[config.mk]
export PLATFORM = sky130hd
export DESIGN_NAME = fft_frame_sched
export DESIGN_NICKNAME = d
export VERILOG_FILES = /design/src/rtl/fft_pkg.sv /design/src/rtl/fft_skid_fifo.sv /design/src/rtl/fft_frame_sched.sv
export SDC_FILE = /design/constraint.sdc
export NUM_CORES = 1
export LEC_CHECK = 0
export CELL_PAD_IN_SITES_DETAIL_PLACEMENT = 1
export CELL_PAD_IN_SITES_GLOBAL_PLACEMENT = 1
export CORE_MARGIN = 1
export CORE_UTILIZATION = 42
export DETAILED_ROUTE_END_ITERATION = 8
export PLACE_DENSITY = 0.79
export SKIP_LAST_GASP = 1
export SLEW_MARGIN = 10
export SYNTH_ARGS = -nofsm -noshare
export SYNTH_HDL_FRONTEND = slang
export SYNTH_SLANG_ARGS = --single-unit
[constraint.sdc]
create_clock -name iCLK -period 2.9 [get_ports iCLK]
set_clock_uncertainty 0.2 [all_clocks]
set_input_delay 0.58 -clock iCLK [delete_from_list [all_inputs] [get_ports iCLK]]
set_output_delay 0.58 -clock iCLK [all_outputs]
set_load 0.05 [all_outputs]
[src/rtl/fft_pkg.sv]
// rtl/fft_pkg.sv - shared constants, state/owner encodings and output index map for the FFT frame scheduler
package fft_pkg;

   localparam int N_PTS  = 2048;
   localparam int BANK_W = 2;
   localparam int ADDR_W = 9;
   localparam int IDX_W  = BANK_W + ADDR_W;

   localparam logic [IDX_W-1:0] N_LAST = IDX_W'(N_PTS - 1);

   typedef enum logic [1:0] {
      ST_IDLE   = 2'd0,
      ST_LOAD   = 2'd1,
      ST_RUN    = 2'd2,
      ST_UNLOAD = 2'd3
   } state_t;

   typedef enum logic [1:0] {
      OWN_NONE     = 2'd0,
      OWN_LOADER   = 2'd1,
      OWN_CORE     = 2'd2,
      OWN_UNLOADER = 2'd3
   } owner_t;

   // Natural-order output k lives at the mixed-radix digit-reversed location (1 radix-2 + 5 radix-4 digits).
   function automatic logic [IDX_W-1:0] out_index(input logic [IDX_W-1:0] k);
      return {k[0], k[2:1], k[4:3], k[6:5], k[8:7], k[10:9]};
   endfunction

endpackage

[src/rtl/fft_skid_fifo.sv]
// rtl/fft_skid_fifo.sv - small circular FIFO absorbing in-flight RAM reads under output backpressure
module fft_skid_fifo #(
   parameter int DEPTH = 4,
   parameter int WIDTH = 32,
   localparam int OCC_W = $clog2(DEPTH + 1)
) (
   input  logic             iCLK,
   input  logic             iRESET,
   input  logic             clr,
   input  logic             s_tvalid,
   input  logic [WIDTH-1:0] s_tdata,
   output logic             m_tvalid,
   output logic [WIDTH-1:0] m_tdata,
   input  logic             m_tready,
   output logic [OCC_W-1:0] occupancy
);

   localparam int PTR_W = (DEPTH > 1) ? $clog2(DEPTH) : 1;

   logic [WIDTH-1:0] mem [DEPTH];
   logic [PTR_W-1:0] wr_ptr, rd_ptr;
   logic [OCC_W-1:0] count;
   logic             push, pop;

   function automatic logic [PTR_W-1:0] ptr_inc(input logic [PTR_W-1:0] p);
      return (p == PTR_W'(DEPTH - 1)) ? '0 : p + PTR_W'(1);
   endfunction

   // Space is guaranteed by the caller's issue credit, so pushes are unconditional.
   assign push      = s_tvalid;
   assign pop       = m_tvalid && m_tready;
   assign m_tvalid  = (count != '0);
   assign m_tdata   = mem[rd_ptr];
   assign occupancy = count;

   always_ff @(posedge iCLK) begin
      if (push) mem[wr_ptr] <= s_tdata;
   end

   always_ff @(posedge iCLK or negedge iRESET) begin
      if (!iRESET) begin
         wr_ptr <= '0;
         rd_ptr <= '0;
         count  <= '0;
      end else if (clr) begin
         wr_ptr <= '0;
         rd_ptr <= '0;
         count  <= '0;
      end else begin
         if (push) wr_ptr <= ptr_inc(wr_ptr);
         if (pop)  rd_ptr <= ptr_inc(rd_ptr);
         case ({push, pop})
            2'b10:   count <= count + OCC_W'(1);
            2'b01:   count <= count - OCC_W'(1);
            default: count <= count;
         endcase
      end
   end

endmodule

[src/rtl/fft_frame_sched.sv]
// rtl/fft_frame_sched.sv - LOAD/RUN/UNLOAD frame scheduler owning the RAM A port mux of the 2048-pt FFT
module fft_frame_sched
   import fft_pkg::*;
#(
   parameter int DATA_W     = 16,
   parameter int RD_LAT     = 2,
   parameter int SKID_DEPTH = 4
) (
   input  logic              iCLK,
   input  logic              iRESET,
   input  logic              iFLUSH,
   input  logic              iIN_VALID,
   input  logic [DATA_W-1:0] iIN_RE,
   input  logic [DATA_W-1:0] iIN_IM,
   output logic              oIN_READY,
   output logic              oCORE_START,
   input  logic              iCORE_RDY,
   output logic [1:0]        oMUX_OWNER,
   output logic              oRAM_WE,
   output logic [1:0]        oRAM_BANK,
   output logic [8:0]        oRAM_ADDR,
   output logic [DATA_W-1:0] oRAM_WRE,
   output logic [DATA_W-1:0] oRAM_WIM,
   input  logic [DATA_W-1:0] iRAM_RD_RE,
   input  logic [DATA_W-1:0] iRAM_RD_IM,
   output logic              oOUT_VALID,
   output logic [DATA_W-1:0] oOUT_RE,
   output logic [DATA_W-1:0] oOUT_IM,
   output logic              oOUT_LAST,
   input  logic              iOUT_READY,
   output logic              oBUSY,
   output logic              oFRAME_DONE
);

   localparam int OCC_W = $clog2(SKID_DEPTH + 1);
   localparam logic [OCC_W:0] CREDIT = (OCC_W + 1)'(SKID_DEPTH);

   state_t              state_q, state_d;
   owner_t              owner;
   logic [IDX_W-1:0]    load_n_q, rd_k_q, out_k_q, rd_j;
   logic                rd_done_q, owner_none_q, armed_q, frame_done_q;
   logic [1:0]          run_cnt_q;
   logic [RD_LAT-1:0]   rd_pipe_q;
   logic [OCC_W:0]      in_flight;
   logic [OCC_W-1:0]    fifo_occ;
   logic                fifo_valid;
   logic [2*DATA_W-1:0] fifo_dout;
   logic                accept, issue, pop, last_pop, core_go;

   // armed_q keeps oIN_READY low while reset is held so every output reads 0 in reset.
   assign oIN_READY   = armed_q && (state_q == ST_IDLE || state_q == ST_LOAD);
   assign accept      = oIN_READY && iIN_VALID;
   assign oCORE_START = (state_q == ST_RUN) && (run_cnt_q == 2'd0);
   assign core_go     = (state_q == ST_RUN) && (run_cnt_q == 2'd2) && iCORE_RDY;
   assign rd_j        = out_index(rd_k_q);
   assign pop         = fifo_valid && iOUT_READY;
   assign last_pop    = pop && (out_k_q == N_LAST);

   always_comb begin
      in_flight = '0;
      for (int i = 0; i < RD_LAT; i++) in_flight = in_flight + {{OCC_W{1'b0}}, rd_pipe_q[i]};
   end

   // Reads already in the RAM pipeline count against FIFO space, so a stalled sink never overflows it.
   assign issue = (state_q == ST_UNLOAD) && !rd_done_q && (({1'b0, fifo_occ} + in_flight) < CREDIT);

   always_comb begin
      state_d = state_q;
      if (iFLUSH) begin
         state_d = ST_IDLE;
      end else begin
         case (state_q)
            ST_IDLE:   if (accept) state_d = ST_LOAD;
            ST_LOAD:   if (accept && load_n_q == N_LAST) state_d = ST_RUN;
            ST_RUN:    if (core_go) state_d = ST_UNLOAD;
            ST_UNLOAD: if (last_pop) state_d = ST_IDLE;
            default:   state_d = ST_IDLE;
         endcase
      end
   end

   always_comb begin
      owner = OWN_NONE;
      case (state_q)
         ST_IDLE, ST_LOAD: owner = owner_none_q ? OWN_NONE : OWN_LOADER;
         ST_RUN:           owner = OWN_CORE;
         ST_UNLOAD:        owner = OWN_UNLOADER;
         default:          owner = OWN_NONE;
      endcase
   end

   always_comb begin
      oRAM_BANK = '0;
      oRAM_ADDR = '0;
      if (state_q == ST_IDLE || state_q == ST_LOAD) {oRAM_BANK, oRAM_ADDR} = load_n_q;
      else if (state_q == ST_UNLOAD)                {oRAM_BANK, oRAM_ADDR} = rd_j;
   end

   assign oMUX_OWNER  = owner;
   assign oRAM_WE     = accept;
   assign oRAM_WRE    = accept ? iIN_RE : '0;
   assign oRAM_WIM    = accept ? iIN_IM : '0;
   assign oOUT_VALID  = fifo_valid;
   assign oOUT_RE     = fifo_valid ? fifo_dout[2*DATA_W-1:DATA_W] : '0;
   assign oOUT_IM     = fifo_valid ? fifo_dout[DATA_W-1:0] : '0;
   assign oOUT_LAST   = fifo_valid && (out_k_q == N_LAST);
   assign oBUSY       = (state_q != ST_IDLE);
   assign oFRAME_DONE = frame_done_q;

   always_ff @(posedge iCLK or negedge iRESET) begin
      if (!iRESET) begin
         state_q      <= ST_IDLE;
         load_n_q     <= '0;
         rd_k_q       <= '0;
         out_k_q      <= '0;
         rd_done_q    <= 1'b0;
         owner_none_q <= 1'b1;
         armed_q      <= 1'b0;
         frame_done_q <= 1'b0;
         run_cnt_q    <= 2'd0;
         rd_pipe_q    <= '0;
      end else begin
         armed_q <= 1'b1;
         state_q <= state_d;
         if (iFLUSH) begin
            load_n_q     <= '0;
            rd_k_q       <= '0;
            out_k_q      <= '0;
            rd_done_q    <= 1'b0;
            owner_none_q <= 1'b1;
            frame_done_q <= 1'b0;
            run_cnt_q    <= 2'd0;
            rd_pipe_q    <= '0;
         end else begin
            frame_done_q <= last_pop;
            rd_pipe_q    <= (rd_pipe_q << 1) | RD_LAT'(issue);
            if (accept) begin
               owner_none_q <= 1'b0;
               load_n_q     <= (load_n_q == N_LAST) ? '0 : load_n_q + IDX_W'(1);
            end
            // run_cnt_q saturates at 2 so the sequencer's stale ready level is ignored for two cycles.
            if (state_q == ST_RUN) run_cnt_q <= (run_cnt_q == 2'd2) ? 2'd2 : run_cnt_q + 2'd1;
            else                   run_cnt_q <= 2'd0;
            if (issue) begin
               if (rd_k_q == N_LAST) rd_done_q <= 1'b1;
               else                  rd_k_q    <= rd_k_q + IDX_W'(1);
            end
            if (pop) out_k_q <= (out_k_q == N_LAST) ? '0 : out_k_q + IDX_W'(1);
            if (last_pop) begin
               rd_k_q    <= '0;
               rd_done_q <= 1'b0;
            end
         end
      end
   end

   fft_skid_fifo #(
      .DEPTH (SKID_DEPTH),
      .WIDTH (2 * DATA_W)
   ) u_skid (
      .iCLK      (iCLK),
      .iRESET    (iRESET),
      .clr       (iFLUSH),
      .s_tvalid  (rd_pipe_q[RD_LAT-1]),
      .s_tdata   ({iRAM_RD_RE, iRAM_RD_IM}),
      .m_tvalid  (fifo_valid),
      .m_tdata   (fifo_dout),
      .m_tready  (iOUT_READY),
      .occupancy (fifo_occ)
   );

endmodule

==> flow_metrics.tcl <==
set metrics [dict create \
    outcome "finished, final reports clean" \
    critical_path_arrival_ps 2070 \
    tritoncts "built" \
    worstHoldPathCells 2 \
    clk_pin_slew_worst_paths_ps 70 \
    number_of_antenna_violations_at_the_first_check_in_global_routing 0 \
    grt_pass1_wl_um 35400 \
    drv_slew 0 \
    reg2reg_setup_slack_ps 170 \
    drc 0 \
    worst-slew-pin-transition_ps 747 \
    post-route-period-util 0.984 \
    asyncSetResetFlopFracSynth 0.281 \
    die-width_um 140 \
    port-buffer-count 153 \
    track_usage 0.243 \
    synth.cell_area_um2 8020 \
    leakage_nw 4.18 \
    dp_hpwl_um 14700 \
    grt_pass1_vias 6115 \
    placedInstanceArea_um2 10800 \
    critical_path.endpoint_type "primary output" \
    overflow 0 \
    cap_viol_max_count 0 \
    synth-main-ff-cell "sky130_fd_sc_hd__edfxtp_1" \
    largest_net_degree_at_the_start_of_global_routing 35 \
    numPlacedInstances 954 \
    route.final.wire_length_um 23000 \
    htreeDepth 4 \
    flow.area_growth_from_synthesis_pct 45.2 \
    fraction_of_layout_instances_using_a_drive_strength_above_1 0.295 \
    worstPathRequired_ps 2120 \
    clk_sink_count 178 \
    detail_route.vias_per_cell 5.64 \
    report.final.setup_viol 0 \
    drtPass1Iterations 5 \
    synth.yosys.seq_area_share 0.636 \
    final-hold-violation-count 0 \
    tritoncts.num_buffers 17 \
    floorplan.core_area_um2 18700 \
    worst-r2r-cell-count 9 \
    synth_adder_area_share 0.0275 \
    final_net_count 840 \
    multi_input_area_um2 2830 \
    number_of_enable_flip_flop_cells_after_synthesis 128 \
    timing.critical_path.fanout_max 3 \
    ctsLongestPathBuffers 2 \
    critical-path-max-stage-delay_ps 570 \
    post_synthesis_share_of_cell_area_spent_on_xor_and_xnor_gates 0.0131 \
    die-height_um 140 \
    final.min_clock_period_ps 2850 \
    core.rowCount 50 \
    layoutNonFillerInstCount 1000 \
    antenna_cells 0 \
    syn-num-nets 658 \
    worst_path_cell_chain "ha_1 -> nand2_1 -> or4_4 -> nor2_4 -> buf_12" \
    syn_avg_cell_area_um2 14.0 \
    die_area_um2 19600 \
    number_of_nets_with_antenna_violations_after_detailed_routing 0 \
    gp_congestion 0.823 \
    post_synth_inst_count 571 \
    top_level_ports 154 \
    stdcell_area_um2 11600 \
    power.density_cell_area_nw_per_um2 781 \
    worstHoldPathType "reg -> reg" \
    cell_variety_after_synth 53 \
    fillerInstances 1706 \
    num_vias 5644 \
    synth-compound-area-share 0.0612 \
    hold-path-endpoint "owner_none_q" \
    peakVddDrop_mv 0.635 \
    post_synth_mux_area_share 0.0982 \
    initial_core_util 0.429 \
    routedWlPerCell_um 23.0 \
    dominant_combinational_cell_family_by_area_after_synthesis "simple AND/OR/NAND/NOR gates" \
    worstSkewPairLatency_ps 440 \
    start_kind "register" \
    storage_element_area_um2 5100 \
    yosys_warnings 0 \
    power.total_mw 9.09 \
    cpMaxStageDelayCell "sky130_fd_sc_hd__or4_4" \
    drt-initial-drc-count 404 \
    cts_root_buffer_type "sky130_fd_sc_hd__clkbuf_16" \
    worst_slew_margin_rel 0.498 \
    rsz0062_at_grt "yes" \
    regToRegStartpoint "state_q[1]" \
    synth_simple_gate_area_frac 0.140 \
    crit-reg2reg-capture "state_q[0]" \
    timing.hold.worst.start "owner_none_q" \
    max_freq_ghz 0.351 \
    postSynthRegisterBits 178 \
    criticalPathCategory "reg -> out" \
]
[per-stage QoR]
stage,util,hold slack (ps),setup TNS (ps),setup slack [ps]
2_1_floorplan,-,84.4,-1970,-211
3_3_place_gp,0.576,251,0,148
3_5_place_dp,0.576,262,0,117
4_1_cts,0.615,276,0,2.46
5_1_grt,0.622,288,-269,-21.0
6_report,0.622,278,0,47.1
[cell usage in the layout (no fill, tap or decap), drive strengths merged, types with 11 or more instances in the layout]
cell type,count
and2,40
clkbuf,18
nor2b,33
edfxtp,128
inv,28
o21ai,21
mux4,32
buf,117
a21oi,24
nor2,22
clkdlybuf4s50,70
dfrtp,49
ha,16
or3,11
nand2,43
[sequential cells by signal, summed over array words and instances (netlist names)]
signal	cells
out_k_q	11
run_cnt_q	2
rd_pipe_q	2
u_skid.mem	128
rd_done_q	1
oFRAME_DONE	1
state_q	2
u_skid.wr_ptr	2
u_skid.occupancy	3
u_skid.rd_ptr	2
load_n_q	11
owner_none_q	1
rd_k_q	11
armed_q	1
[cell type report]
class                   instances  area share
flip-flops and latches        178       0.438
multi-input cells             345       0.243
repair buffers                191       0.232
clock buffers                  17      0.0365
well taps                     234      0.0252
clock inverters                15      0.0189
inverters                      20     0.00666
[worst max-delay path: cells and delay by family, from the launching register on]
kind / cells / cell delay (ps)
AND/OR/NAND/NOR: 3 / 840
flip-flops: 1 / 410
adder cells (fa/ha/maj): 1 / 240
buffers and inverters: 1 / 150
[logic make-up (layout without fill, tap and decap cells)]
| family | count (synthesis) | after routing |
|---|---|---|
| AO/OA/AOI/OAI | 73 | 73 |
| multiplexers | 38 | 38 |
| adder cells (fa/ha/maj) | 17 | 17 |
| other | 1 | 1 |
| buffers and inverters | 49 | 243 |
| XOR/XNOR | 12 | 12 |
| AND/OR/NAND/NOR | 203 | 204 |
| flip-flops | 178 | 178 |
[report_power, final]
group / internal, mW / switching, mW / total (mW) / leakage [nW]
Clock: 1.48 / 1.05 / 2.53 / 0.313
Combinational: 1.66 / 2.04 / 3.69 / 2.03
Sequential: 2.79 / 0.0839 / 2.87 / 1.84
Total: 5.92 / 3.17 / 9.09 / 4.18
[timing repair]
action                                  in CTS  in global routing
setup buffers                                6                  4
gates cloned                                 0                  3
endpoints found under the hold margin       19                  0
pin swaps                                    1                  2
hold buffers                                 1                  0
gates resized for setup                     23                 19
endpoints found under the setup margin      71                 38
[how the worst max path moves through the flow]
stage / from / end / slack (ps) / depth (start not counted)
6_report: out_k_q[0] / oOUT_LAST / 50 / 5
5_1_grt: state_q[0] / oRAM_WRE[5] / -20 / 8
4_1_cts: state_q[0] / oRAM_WRE[15] / 2 / 8
3_5_place_dp: iIN_VALID / state_q[0] / 120 / 5
3_3_place_gp: iIN_VALID / state_q[0] / 150 / 5
2_1_floorplan: state_q[0] / oRAM_ADDR[0] / -210 / 5
[routing by layer]
metal	track usage	vias up	share of wire
li1	-	2492	-
met1	0.280	2893	0.38
met2	0.443	214	0.54
met3	0.0451	45	0.050
met4	0.0977	0	0.025
met5	0	-	0
[synthesized netlist by cell type, types with 5 or more instances]
library cell               count  share of area
sky130_fd_sc_hd__xor2_1        6         0.0066
sky130_fd_sc_hd__nor2b_1      33          0.026
sky130_fd_sc_hd__nand3_1       9         0.0056
sky130_fd_sc_hd__ha_1         16          0.025
sky130_fd_sc_hd__o21ai_0      20          0.012
sky130_fd_sc_hd__or2_2         5         0.0039
sky130_fd_sc_hd__or3_1        10         0.0078
sky130_fd_sc_hd__o31ai_1       8         0.0075
sky130_fd_sc_hd__buf_2         6         0.0037
sky130_fd_sc_hd__mux4_2       32          0.090
sky130_fd_sc_hd__edfxtp_1    128           0.48
sky130_fd_sc_hd__nor2_1       22          0.010
sky130_fd_sc_hd__or4_1         7         0.0066
sky130_fd_sc_hd__and3_1        7         0.0055
sky130_fd_sc_hd__xnor2_1       6         0.0066
sky130_fd_sc_hd__inv_1        20         0.0094
sky130_fd_sc_hd__dfrtp_1      49           0.15
sky130_fd_sc_hd__a21oi_1      24          0.015
sky130_fd_sc_hd__nor3_1        8         0.0050
sky130_fd_sc_hd__nand4_1      10         0.0078
sky130_fd_sc_hd__and2_1       40          0.031
sky130_fd_sc_hd__nand2_1      43          0.020
sky130_fd_sc_hd__clkbuf_1     22          0.010
Power figures use the tool's default switching activity.
